<file path="config.mk">
export PLATFORM = sky130hd
export DESIGN_NAME = instr_sequencer
export DESIGN_NICKNAME = d
export VERILOG_FILES = /design/src/rtl/cpu_pkg.sv /design/src/rtl/seq_pc.sv /design/src/rtl/instr_sequencer.sv
export SDC_FILE = /design/constraint.sdc
export NUM_CORES = 1
export LEC_CHECK = 0
export CAP_MARGIN = 15
export CORE_MARGIN = 1
export CORE_UTILIZATION = 44
export CTS_CLUSTER_DIAMETER = 120
export DETAILED_ROUTE_END_ITERATION = 10
export PLACE_DENSITY_LB_ADDON = 0.3
export SLEW_MARGIN = 15
export SYNTH_ARGS = -nofsm -noshare
export SYNTH_HDL_FRONTEND = slang
export SYNTH_SLANG_ARGS = --single-unit
</file>
<file path="constraint.sdc">
create_clock -name i_clk -period 4.3 [get_ports i_clk]
set_input_delay 0.86 -clock i_clk [delete_from_list [all_inputs] [get_ports i_clk]]
set_output_delay 0.86 -clock i_clk [all_outputs]
set_load 0.05 [all_outputs]
</file>
<file path="src/rtl/cpu_pkg.sv">
// Shared definitions for the stack CPU sequencer and control decoder.
// Instruction words use MSB-first numbering [0:INSTR_W-1] to line up with the decoder.
package cpu_pkg;

    localparam int PC_W    = 16;
    localparam int INSTR_W = 18;

    localparam logic [0:INSTR_W-1] HALT_WORD = 18'h3FFFF;

    // Instruction type bits and the jump-condition mask field
    localparam int TYPE_B0 = 0;
    localparam int TYPE_B1 = 1;
    localparam int JMP_LO  = 12;
    localparam int JMP_HI  = 17;

    typedef enum logic [2:0] {
        S_IDLE,
        S_FETCH,
        S_EXEC,
        S_WAIT,
        S_HALT
    } seq_state_e;

    // A jump is taken for type 00 when any masked condition flag is set
    function automatic logic jump_taken(input logic [0:INSTR_W-1] instr,
                                        input logic [5:0]         flags);
        logic tin;
        tin = ~instr[TYPE_B0] & ~instr[TYPE_B1];
        return tin & (|(instr[JMP_LO:JMP_HI] & flags));
    endfunction

endpackage

</file>
<file path="src/rtl/seq_pc.sv">
// Program counter: holds the fetch address and advances it either by
// one (wrapping) or to the datapath-selected jump target.
module seq_pc #(
    parameter int              PC_W     = 16,
    parameter logic [PC_W-1:0] RESET_PC = '0
) (
    input  logic            i_clk,
    input  logic            i_rst_n,
    input  logic            i_load,
    input  logic            i_take,
    input  logic [PC_W-1:0] i_target,
    output logic [PC_W-1:0] o_pc
);

    logic [PC_W-1:0] pc_q;
    logic [PC_W-1:0] pc_d;
    logic [PC_W-1:0] pc_inc;

    assign pc_inc = pc_q + {{(PC_W-1){1'b0}}, 1'b1};

    always_comb begin
        pc_d = pc_q;
        if (i_load) begin
            pc_d = i_take ? i_target : pc_inc;
        end
    end

    always_ff @(posedge i_clk or negedge i_rst_n) begin
        if (!i_rst_n) begin
            pc_q <= RESET_PC;
        end else begin
            pc_q <= pc_d;
        end
    end

    assign o_pc = pc_q;

endmodule

</file>
<file path="src/rtl/instr_sequencer.sv">
// Fetch/execute sequencer: fetches over req/ack, holds the instruction register,
// strobes execute, stretches on stack busy and halts on the all-ones word.
module instr_sequencer #(
    parameter int              PC_W     = cpu_pkg::PC_W,
    parameter int              INSTR_W  = cpu_pkg::INSTR_W,
    parameter logic [PC_W-1:0] RESET_PC = '0
) (
    input  logic               i_clk,
    input  logic               i_rst_n,
    output logic               o_imem_req,
    output logic [PC_W-1:0]    o_imem_addr,
    input  logic               i_imem_ack,
    input  logic [0:INSTR_W-1] i_imem_data,
    output logic [0:INSTR_W-1] o_instr,
    output logic               o_exec_en,
    input  logic               i_stk_busy,
    input  logic [5:0]         i_flags,
    input  logic [PC_W-1:0]    i_jmp_target,
    output logic [PC_W-1:0]    o_pc,
    output logic               o_halted
);

    import cpu_pkg::*;

    seq_state_e         state_q;
    seq_state_e         state_d;
    logic [0:INSTR_W-1] instr_q;
    logic [0:INSTR_W-1] instr_d;
    logic               is_halt;
    logic               pc_load;
    logic               take;
    logic [PC_W-1:0]    pc;

    assign is_halt = (instr_q == HALT_WORD);
    assign take    = jump_taken(instr_q, i_flags);

    always_comb begin
        state_d = state_q;
        instr_d = instr_q;
        pc_load = 1'b0;
        case (state_q)
            S_IDLE:  state_d = S_FETCH;
            S_FETCH: begin
                if (i_imem_ack) begin
                    instr_d = i_imem_data;
                    state_d = S_EXEC;
                end
            end
            S_EXEC: begin
                if (is_halt) begin
                    state_d = S_HALT;
                end else begin
                    pc_load = 1'b1;
                    state_d = i_stk_busy ? S_WAIT : S_FETCH;
                end
            end
            S_WAIT: begin
                if (!i_stk_busy) begin
                    state_d = S_FETCH;
                end
            end
            S_HALT:  state_d = S_HALT;
            default: state_d = S_IDLE;
        endcase
    end

    always_ff @(posedge i_clk or negedge i_rst_n) begin
        if (!i_rst_n) begin
            state_q <= S_IDLE;
            instr_q <= '0;
        end else begin
            state_q <= state_d;
            instr_q <= instr_d;
        end
    end

    seq_pc #(
        .PC_W     (PC_W),
        .RESET_PC (RESET_PC)
    ) u_seq_pc (
        .i_clk    (i_clk),
        .i_rst_n  (i_rst_n),
        .i_load   (pc_load),
        .i_take   (take),
        .i_target (i_jmp_target),
        .o_pc     (pc)
    );

    // Strobes come only from registered state and the registered IR
    assign o_imem_req  = (state_q == S_FETCH);
    assign o_exec_en   = (state_q == S_EXEC) && !is_halt;
    assign o_halted    = (state_q == S_HALT);
    assign o_instr     = instr_q;
    assign o_imem_addr = pc;
    assign o_pc        = pc;

endmodule

</file>
# Word level (Yosys, flattened, before mapping)
# Index checks and enable logic that the tools add are counted.
[totals]
reg_bits = 37
output_inout_bits = 53
wordCells = 30
[classes]
bitwise = 5
addsub = 1
n_eq_ne = 7
n_mux = 8
n_reduce_logical = 6
[ops]
columns = ["cell", "count"]
rows = [
  ["equality test 18 bit (second input constant)", 1],
  ["adder 16 x 1 -> 16 bit (second input constant)", 1],
  ["2-to-1 mux 16 bit", 1],
  ["one-hot mux 3 bit (5 select lines)", 1],
  ["2-to-1 mux 3 bit", 3],
  ["AND 6 bit", 1],
  ["equality test 3 x 2 -> 1 bit (second input constant)", 2],
  ["OR reduction 6 bit", 1],
  ["AND reduction 2 bit", 2],
  ["equality test 3 x 1 -> 1 bit (second input constant)", 1],
  ["equality test 3 bit (second input constant)", 1],
  ["zero test 3 bit", 1],
  ["AND 1 bit", 2],
  ["2-to-1 mux 1 bit", 2],
  ["2-to-1 mux 2 bit", 1],
  ["!= test 2 x 1 -> 1 bit (second input constant)", 1],
  ["!= test 2 bit (second input constant)", 1],
  ["NOT 1 bit", 2],
  ["logical AND 1 bit", 1],
  ["zero test 1 bit", 1],
]

# Depth between registers and ports, before layout
# Gate-level depths: netlist of run 1.
[depth]
depth_word = 4
ltp_mapped = 7

# Modules after synthesis
# From an unflattened synthesis of run 1, not the netlist that was laid out.
[unflattened]
hier_cells = 202
area_unflattened_um2 = 2133.3
[by_module_without_submodules]
columns = ["module", "cells_each", "area_each_um2", "instances"]
rows = [
  ["instr_sequencer", 81, 1098.6, 1],
  ["seq_pc", 121, 1034.7, 1],
]

# Worst setup path before layout of run 1
# No wires, ideal clock.
[synth_timing]
kind = "reg-to-output"
startpoint = "register state_q[2]"
endpoint = "output port o_imem_req"
setup_slack_ps = 1834
n_path_buf = 0
arrival_time_ps = 1606
path_stages_with_launch = 2
t_required_ps = 3440
path_cell_list = "dfrtp_1 nor3b_1"
[synth_between]
elab_chain_len = 1
[synth_rtl]
columns = ["item", "line", "source"]
rows = [
  ["start: declaration", "instr_sequencer.sv:25", "seq_state_e state_q;"],
  ["start signal: assignment", "instr_sequencer.sv:72", "state_q <= state_d;"],
  ["equality test 3 x 1 -> 1 bit", "instr_sequencer.sv:90", "assign o_imem_req = (state_q == S_FETCH);"],
  ["end: declaration", "instr_sequencer.sv:10", "output logic o_imem_req,"],
]
# Every way passes these cells.

# Final worst setup path of run 1
[layout_timing]
startpoint = "register state_q[2]"
endpoint = "output port o_exec_en"
[layout_between]
elab_chain_len = 2
[layout_rtl]
columns = ["item", "line", "source"]
rows = [
  ["equality test 3 x 2 -> 1 bit", "instr_sequencer.sv:91", "assign o_exec_en = (state_q == S_EXEC) && !is_halt;"],
  ["logical AND 1 bit", "instr_sequencer.sv:91", ""],
  ["end: declaration", "instr_sequencer.sv:15", "output logic o_exec_en,"],
]
# Every way passes these cells.

==> flow_metrics.py, run 1 <==
metrics = {
    "route": {
        "routedWlPerCell_um": 15.08,
        "drc": 8,
        "routed_wl_um": 5021,
        "ant_nets": 0,
        "dr.pass1.iters": 7,
        "drt_iter0_markers": 163,
        "vias": 1815,
        "routed_via_density": 5.450,
    },
    "logic_synthesis": {
        "synth_top_family_by_area": "simple AND/OR/NAND/NOR gates",
        "synth_compound_area_share_pct": 16.21,
        "syn_nets": 246,
        "synth_cells": 201,
        "ys_warn_count": 0,
        "synth-simple-area-share_pct": 18.21,
        "synthXorXnorAreaFrac_pct": 0,
        "syn_area_per_cell_um2": 10.29,
        "syn_area_mm2": 0.002068,
        "synth_seq_cells": 37,
        "synth_mux_area_share_pct": 10.77,
        "synthAdderAreaFrac_pct": 0.6050,
        "yosysSeqAreaShare_pct": 44.77,
        "synth_cell_types": 36,
    },
    "timing": {
        "whs_ns": 0.5354,
        "setup_viol": 0,
        "maxSlewHeadroom_pct": 41.53,
        "setup_tns_ns": 0,
        "maxSlewViolCount": 0,
        "fmax_ghz": 0.3030,
        "period_share_pct": 76.76,
        "layout_min_cycle_time_ns": 3.301,
        "tightestPinTransition_ns": 0.8742,
        "hold_violations": 0,
        "grt_setup_unrepaired": "false",
        "clock_skew_ns": 0.007191,
    },
    "cts": {
        "cts_buffers": 5,
        "cts_tree": "done",
        "cts_resized": 0,
        "clk_latency_ns": 0.29,
        "hold_buffers": 0,
        "cts_max_level": 2,
        "post-cts-setup-buffers": 0,
        "clock-sinks": 37,
        "clock-root-buffer": "clkbuf_8",
        "cts_buffer_depth": 2,
        "clkTransAtPathRegs_ns": 0.06,
    },
    "final_layout": {
        "area_growth_pct": 44.53,
        "nNetsFinal": 327,
        "drive_gt1_share_pct": 13.17,
        "final_core_util_pct": 67.26,
        "antenna_cells": 0,
    },
    "global_routing": {
        "track_usage_pct": 21.83,
        "grt_pass1_vias": 1741,
        "grt_antenna_before_repair": 0,
        "busiest_layer": "met2",
        "use_met3_pct": 4.131,
        "grt_pass1_wl_um": 8369,
        "gr-usage-met2_pct": 34.41,
        "grt_max_degree": 38,
        "use_met1_pct": 29.24,
        "grt_overflow_total": 0,
    },
    "floorplan": {
        "pin_count": 97,
        "initial_utilization_pct": 46.54,
        "die-area_mm2": 0.004979,
        "row_count": 24,
        "core-area_mm2": 0.004444,
        "die_h_um": 70.56,
        "die_x_um": 70.56,
    },
    "setup_path": {
        "timing_worst_setup_path_type": "reg -> out",
        "arrival_ns": 2.44,
        "r2r_slack_ns": 2.03,
        "r2r_start": "o_instr[17]$_DFFE_PN0P_",
        "cp_slowest_cell": "clkdlybuf4s50_1",
        "slowest_delay_ns": 0.86,
        "critPathLaunchType": "register",
        "endpoint_kind": "output pin",
        "crit_required_ns": 3.44,
        "crit_start": "state_q[2]$_DFFE_PN0P_",
        "crit_fanout": 27,
        "path_cells": "and2b_1 -> nand2b_1 -> a31o_2 -> inv_4 -> clkdlybuf4s50_1",
    },
    "run_status": {
        "status": "finished with violations",
        "violations": "DRC",
    },
    "placed_design": {
        "place_congestion": 0.8256,
        "io_buffers": 96,
        "hpwlAfterDp_um": 3704,
    },
    "job": {
        "maxCapViolations": 0,
    },
    "power_and_ir_drop": {
        "vdd_drop_max_uv": 656.0,
        "power_leakage_uw": 0.001171,
        "pwr_density_cell_mw_per_mm2": 907.5,
    },
    "worst_hold_path": {
        "holdCritPathClass": "reg -> reg",
        "min_from": "o_instr[8]$_DFFE_PN0P_",
    },
}
layout make-up:
class                           count  area [um2]
Inverter                            3       13.76
Tap cell                           52       65.06
Sequential cell                    37       925.9
Fill cell                         374        1455
Multi-Input combinational cell    138       947.2
Timing Repair Buffer               97       963.4
Clock inverter                      1       5.005
Clock buffer                        5       68.82
worst paths after layout:
kind	endpoint	cells past startpoint
min in group asynchronous	o_instr[9]$_DFFE_PN0P_	1
min	o_instr[8]$_DFFE_PN0P_	1
max	o_exec_en	5
max reg2reg	u_seq_pc.o_pc[9]$_DFFE_PN0P_	6
min reg2reg	o_instr[8]$_DFFE_PN0P_	1
max in group asynchronous	u_seq_pc.o_pc[10]$_DFFE_PN0P_	1
per-stage QoR:
step / worst slack (ns) / power (uW) / instances / area [um2]
after floorplan: 1.834 / 2027 / 201 / 2068
after global placement: 1.276 / 2480 / 327 / 2915
after detailed placement: 1.224 / 2503 / 327 / 2915
after CTS: 0.9916 / 2730 / 333 / 2989
after global routing: 0.8888 / 2862 / 333 / 2989
final: 0.9994 / 2713 / 333 / 2989
cells in the mapped netlist:
cell	number	area (um2)
mux2i_1	2	20.02
nand3_1	11	55.05
a31o_2	1	8.760
a22oi_1	3	22.52
and4_1	1	8.760
dfrtp_1	37	925.9
a311oi_2	1	15.01
buf_2	1	5.000
a311o_1	1	10.01
or2_2	2	12.51
a21oi_1	23	115.1
nand3_4	1	17.52
nor4_4	2	42.54
buf_6	4	45.04
buf_4	17	127.6
nand2_1	13	48.80
o21ai_0	9	45.04
nor3_1	2	10.01
o22ai_1	3	18.77
and2b_1	1	7.510
a2bb2oi_1	6	52.55
o2bb2ai_1	1	8.760
clkbuf_1	1	3.750
o211ai_1	1	7.510
ha_1	1	12.51
nand4_1	7	43.79
mux2_2	18	202.7
nor2_1	13	48.80
nor3b_1	2	15.01
nand4_2	2	25.02
o21ai_1	5	25.02
inv_4	1	6.260
a31oi_1	1	6.260
inv_1	2	7.510
nor3_4	1	16.27
nand2b_1	4	25.02
worst max-delay path, delay by kind of cell, from the launching register on:
kind            cells  cell delay, ns
simple gates        2            0.33
flops               1            0.43
buf+inv             2            1.09
compound gates      1            0.29
cell families after synthesis:
family,after synthesis
AOI/OAI and AO/OA,55
and+or+nand+nor,62
muxes,20
buffers and inverters,26
adders and majority gates,1
DFF,37
sequential cells by signal, indices dropped and copies added (netlist names):
signal,count
o_instr,18
u_seq_pc.o_pc,16
state_q,3
cell usage in the layout, fill, tap and decap left out, drive strengths merged, types with 2 or more instances in the layout:
cell type	instances
a21oi	23
a22oi	3
a2bb2oi	6
buf	2
clkbuf	5
clkdlybuf4s50	95
dfrtp	37
inv	3
mux2	18
mux2i	2
nand2	13
nand2b	4
nand3	12
nand4	9
nor2	13
nor3	3
nor3b	2
nor4	2
o21ai	14
o22ai	3
or2	2
report_power, final:
| group | internal (uW) | switching, uW |
|---|---|---|
| registers | 503 | 210 |
| logic | 615 | 1170 |
| clock network | 106 | 111 |
metal layers:
layer | share of wire, % | wire length [um] | vias up
met1 | 44 | 2208 | 854
met3 | 4.4 | 220 | 13
met5 | 0 | 0 | -
li1 | - | - | 889
met2 | 49 | 2439 | 59
met4 | 3.0 | 151 | 0
No activity file was read; power rests on OpenSTA's default activity.
==> inputs of run 2 (changes only) <==
--- a/config.mk
+++ b/config.mk
@@ -7,7 +7,7 @@
 export LEC_CHECK = 0
 export CAP_MARGIN = 15
 export CORE_MARGIN = 1
-export CORE_UTILIZATION = 44
+export CORE_UTILIZATION = 37
 export CTS_CLUSTER_DIAMETER = 120
 export DETAILED_ROUTE_END_ITERATION = 10
 export PLACE_DENSITY_LB_ADDON = 0.3
==> constraint.sdc (replaced) <==
create_clock -name i_clk -period 2.8 [get_ports i_clk]
set_input_delay 0.56 -clock i_clk [delete_from_list [all_inputs] [get_ports i_clk]]
set_output_delay 0.56 -clock i_clk [all_outputs]
set_load 0.05 [all_outputs]
==> run 2 against run 1 <==
  * Largest cell class unchanged
  * Combinational power grew 54%
  * Worst setup slack got worse by 0.63 ns
  * Critical path type unchanged
  * Register-to-register slack worse by 1.0 ns
  * Clock skew increased by 0.0037 ns
  * Largest power group unchanged
  * Sequential cell count did not move
  * The run now ends clean
==> flow_metrics.py, run 2 (synthesis gave the netlist of run 1 again) <==
metrics = {
    "run_status": {
        "status": "complete, no violations",
    },
    "cts": {
        "clkTransAtPathRegs_ns": 0.08,
        "cts_buffer_depth": 2,
        "hold_buffers": 0,
        "post-cts-setup-buffers": 0,
        "cts_tree": "done",
        "cts_max_level": 2,
        "clock-root-buffer": "clkbuf_8",
        "cts_resized": 0,
        "clk_latency_ns": 0.29,
        "cts_buffers": 5,
        "clock-sinks": 37,
    },
    "final_layout": {
        "drive_gt1_share_pct": 14.39,
        "largest_reg_flops": 18,
        "antenna_cells": 0,
        "nNetsFinal": 329,
        "final_core_util_pct": 57.91,
        "final_common_cell": "clkdlybuf4s50_1",
        "final_cell_mix": "clkdlybuf4s50_1 (94), dfrtp_1 (37), a21oi_1 (23)",
        "area_growth_pct": 46.64,
    },
    "floorplan": {
        "core-area_mm2": 0.005238,
        "pin_count": 97,
        "row_count": 26,
        "die_x_um": 76.77,
        "die-area_mm2": 0.005893,
        "initial_utilization_pct": 39.49,
        "die_h_um": 76.77,
    },
    "route": {
        "drc": 0,
        "routedWlPerCell_um": 14.89,
        "vias": 1839,
        "routed_wl_um": 5285,
        "dr.pass1.iters": 5,
        "drt_iter0_markers": 60,
        "routed_via_density": 5.180,
        "ant_nets": 0,
    },
    "job": {
        "maxCapViolations": 0,
    },
    "timing": {
        "setup_viol": 0,
        "clock_skew_ns": 0.01087,
        "grt_setup_unrepaired": "false",
        "maxSlewViolCount": 0,
        "period_share_pct": 86.88,
        "setup_tns_ns": 0,
        "tightestPinTransition_ns": 0.8584,
        "maxSlewHeadroom_pct": 42.77,
        "layout_min_cycle_time_ns": 2.433,
        "whs_ns": 0.3772,
        "fmax_ghz": 0.4111,
        "hold_violations": 0,
    },
    "power_and_ir_drop": {
        "p_seq_share_pct": 26.1,
        "p_switching_uw": 2321,
        "vdd_drop_max_uv": 765.7,
        "clkPwrFrac_pct": 8.8,
        "p_int_uw": 1893,
        "p_sw_share_pct": 55.08,
        "finalPower_uw": 4215,
        "pwr_density_cell_mw_per_mm2": 1390,
        "power_leakage_uw": 0.001188,
        "combPwrFrac_pct": 65.1,
    },
    "setup_path": {
        "crit_fanout": 27,
        "critPathLaunchType": "register",
        "arrival_ns": 1.87,
        "crit_required_ns": 2.24,
        "endpoint_kind": "output pin",
        "timing_worst_setup_path_type": "reg -> out",
    },
    "placed_design": {
        "io_buffers": 96,
        "hpwlAfterDp_um": 3778,
        "place_congestion": 0.8030,
    },
    "global_routing": {
        "grt_overflow_total": 0,
        "track_usage_pct": 18.73,
        "grt_max_degree": 39,
        "grt_pass1_wl_um": 8659,
        "grt_antenna_before_repair": 0,
        "grt_pass1_vias": 1737,
    },
    "worst_hold_path": {
        "holdCritPathClass": "in -> async",
    },
}
## run 2: changes by cell type in the layout (fill, tap and decap cells not counted)
cell             previous run  this run
clkbuf_1                    0         1
clkinv_2                    1         2
buf_4                       1         4
clkdlybuf4s50_1            95        94
## run 2: power by group through the flow
stage	Combinational [uW]	Clock, uW	Sequential, uW
6_report	2740	371	1100
5_1_grt	2860	401	1150
4_1_cts	2760	382	1100
3_3_place_gp	2730	0	1100
3_5_place_dp	2750	0	1110
2_1_floorplan	1250	0	1860
## run 2: worst paths after layout
| check | end | start | cells past startpoint | slack (ns) |
|---|---|---|---|---|
| min reg2reg | o_instr[5]$_DFFE_PN0P_ | o_instr[5]$_DFFE_PN0P_ | 1 | 0.53 |
| min | u_seq_pc.o_pc[4]$_DFFE_PN0P_ | i_rst_n | 1 | 0.38 |
| max reg2reg | u_seq_pc.o_pc[9]$_DFFE_PN0P_ | o_instr[13]$_DFFE_PN0P_ | 6 | 1.03 |
| min in group i_clk | o_instr[5]$_DFFE_PN0P_ | o_instr[5]$_DFFE_PN0P_ | 1 | 0.53 |
| max | o_exec_en | state_q[2]$_DFFE_PN0P_ | 5 | 0.37 |
| max in group asynchronous | o_instr[16]$_DFFE_PN0P_ | i_rst_n | 1 | 1.89 |
## run 2: layout make-up
class                           instances  area, um2
Clock buffer                            6      72.57
Multi-Input combinational cell        138      947.2
Inverter                                3      13.76
Sequential cell                        37      925.9
Clock inverter                          2      10.01
Timing Repair Buffer                   99      975.9
Tap cell                               70      87.58
Fill cell                             454       2205
## run 2: metal layers
metal	vias up	share of wire, %	track usage (%)	wire length [um]
li1	891	-	-	-
met1	894	44	24.04	2310
met2	49	51	30.89	2679
met3	5	4.4	4.048	231
met4	0	1.2	6.538	64
met5	-	0	0	0
## run 2: worst max-delay path, stage by stage (launching register included)
cell and delay (ns):
dfrtp_1 0.44, and2b_1 0.26, nand2b_1 0.07, a31o_2 0.29, inv_4 0.25, buf_4 0.26
## run 2: through the flow
stage	setup slack, ns	cell area (um2)	cells
2_1_floorplan	0.6342	2068	201
3_3_place_gp	0.5350	2950	347
3_5_place_dp	0.4841	2950	347
4_1_cts	0.3573	3033	355
5_1_grt	0.2712	3033	355
6_report	0.3674	3033	355
==> inputs of run 3 (changes only) <==
--- a/config.mk
+++ b/config.mk
@@ -6,7 +6,7 @@
 export NUM_CORES = 1
 export LEC_CHECK = 0
 export CAP_MARGIN = 15
-export CORE_MARGIN = 1
+export CORE_MARGIN = 2
 export CORE_UTILIZATION = 37
 export CTS_CLUSTER_DIAMETER = 120
 export DETAILED_ROUTE_END_ITERATION = 10
@@ -15,3 +15,4 @@
 export SYNTH_ARGS = -nofsm -noshare
 export SYNTH_HDL_FRONTEND = slang
 export SYNTH_SLANG_ARGS = --single-unit
+export TNS_END_PERCENT = 50
==> run 3 against run 2 <==
  * Combinational power is essentially flat
  * Global-route usage shrank 0.91 points
  * Via count grew 0.27%
  * Hold slack lost 0.0010 ns
  * Clock-buffer cell count shrank 1
  * Non-clock buffer count is the same
  * Final cell count is the same
  * Cell area shrank 0.21%
  * Largest cell class unchanged
  * Register-to-register slack lost 0.03 ns
==> flow_metrics.py, run 3 (synthesis gave the netlist of run 1 again) <==
metrics = {
    "setup_path": {
        "timing_worst_setup_path_type": "reg -> out",
        "crit_required_ns": 2.24,
        "crit_fanout": 27,
        "arrival_ns": 1.88,
        "critPathLaunchType": "register",
        "endpoint_kind": "output pin",
    },
    "final_layout": {
        "nNetsFinal": 329,
        "nFillCells": 491,
        "drive_gt1_share_pct": 14.13,
        "final_common_cell": "clkdlybuf4s50_1",
        "antenna_cells": 0,
        "final_area_mm2": 0.003027,
        "largest_reg_flops": 18,
        "final_cell_mix": "clkdlybuf4s50_1 (94), dfrtp_1 (37), a21oi_1 (23)",
        "area_growth_pct": 46.34,
    },
    "global_routing": {
        "grt_overflow_total": 0,
        "grt_antenna_before_repair": 0,
        "grt_max_degree": 39,
        "track_usage_pct": 17.81,
        "grt_pass1_vias": 1750,
        "grt_pass1_wl_um": 8597,
    },
    "route": {
        "wl_met2_um": 2607,
        "m1WireLength_um": 2300,
        "routedWlPerCell_um": 14.90,
        "dr.pass1.iters": 4,
        "ant_nets": 0,
        "routed_wl_um": 5288,
        "met3_length_um": 299,
        "vias": 1844,
        "drc": 0,
        "drt_iter0_markers": 67,
        "maxUsedRoutingLayer": "met4",
        "routed_via_density": 5.194,
    },
    "timing": {
        "setup_viol": 0,
        "fmax_ghz": 0.4095,
        "clock_skew_ns": 0.007648,
        "layout_min_cycle_time_ns": 2.442,
        "maxSlewViolCount": 0,
        "grt_setup_unrepaired": "false",
        "period_share_pct": 87.22,
        "setup_tns_ns": 0,
        "tightestPinTransition_ns": 0.8533,
        "maxSlewHeadroom_pct": 43.11,
        "hold_violations": 0,
        "postLayoutSetupSlackWorst_ns": 0.3578,
    },
    "cts": {
        "cts_buffer_depth": 2,
        "cts_resized": 0,
        "cts_buffers": 5,
        "cts_max_level": 2,
        "clk_latency_ns": 0.29,
        "clock-sinks": 37,
        "cts_tree": "done",
        "hold_buffers": 0,
        "clock-root-buffer": "clkbuf_8",
        "clkTransAtPathRegs_ns": 0.07,
        "post-cts-setup-buffers": 0,
    },
    "floorplan": {
        "die_x_um": 78.77,
        "initial_utilization_pct": 38.03,
        "core-area_mm2": 0.005439,
        "die_h_um": 78.77,
        "die-area_mm2": 0.006204,
        "pin_count": 97,
        "row_count": 27,
    },
    "job": {
        "maxCapViolations": 0,
    },
    "power_and_ir_drop": {
        "vdd_drop_max_uv": 822.6,
        "pwr_density_cell_mw_per_mm2": 1387,
        "power_leakage_uw": 0.001183,
    },
    "placed_design": {
        "dp_slack_ns": 0.4872,
        "hpwlAfterDp_um": 3814,
        "place_congestion": 0.7512,
        "io_buffers": 96,
        "place_area_mm2": 0.002953,
    },
    "worst_hold_path": {
        "holdCritPathClass": "in -> async",
    },
    "run_status": {
        "status": "complete, no violations",
    },
}
-- run 3: worst max-delay path, stage by stage, from the launching register on --
cell and delay (ns):
dfrtp_1 0.45, and2b_1 0.27, nand2b_1 0.06, a31o_2 0.30, inv_4 0.25, buf_4 0.26
-- run 3: worst paths after layout --
check | startpoint | end | slack [ns] | cells past startpoint
max | state_q[2]$_DFFE_PN0P_ | o_exec_en | 0.36 | 5
min | i_rst_n | o_instr[8]$_DFFE_PN0P_ | 0.38 | 1
max reg2reg | u_seq_pc.o_pc[0]$_DFFE_PN0P_ | u_seq_pc.o_pc[14]$_DFFE_PN0P_ | 1.00 | 6
min reg2reg | o_instr[6]$_DFFE_PN0P_ | o_instr[6]$_DFFE_PN0P_ | 0.53 | 1
max in group asynchronous | i_rst_n | u_seq_pc.o_pc[5]$_DFFE_PN0P_ | 1.89 | 1
min in group i_clk | o_instr[6]$_DFFE_PN0P_ | o_instr[6]$_DFFE_PN0P_ | 0.53 | 1
-- run 3: report_power, final --
group | switching, uW | internal [uW] | total [uW]
Clock | 188 | 164 | 352
Combinational | 1790 | 948 | 2740
Sequential | 334 | 772 | 1110
Total | 2310 | 1880 | 4200
-- run 3: layout make-up --
| class | count | area, um2 | share of cell area (%) |
|---|---|---|---|
| sequential | 37 | 925.9 | 30.59 |
| clock inverter | 1 | 5.005 | 0.1654 |
| timing repair buffer | 99 | 975.9 | 32.24 |
| tap | 72 | 90.09 | 2.976 |
| multi-input combinational | 138 | 947.2 | 31.29 |
| inverter | 3 | 13.76 | 0.4547 |
| clock buffer | 5 | 68.82 | 2.274 |
-- run 3: metrics by stage --
step	utilization [%]	std cells	total power (uW)	hold slack, ns
final	55.65	355	4199	0.3762
after global routing	55.65	355	4421	0.4371
after CTS	55.65	355	4228	0.3979
after detailed placement	54.29	349	3866	0.5205
after global placement	54.29	349	3835	0.5133
after floorplan	-	201	3112	0.2644
-- run 3: layer usage --
metal | vias to the layer above | GRT usage, %
li1 | 890 | -
met1 | 893 | 22.66
met2 | 54 | 29.06
met3 | 7 | 4.659
met4 | 0 | 6.842
met5 | - | 0
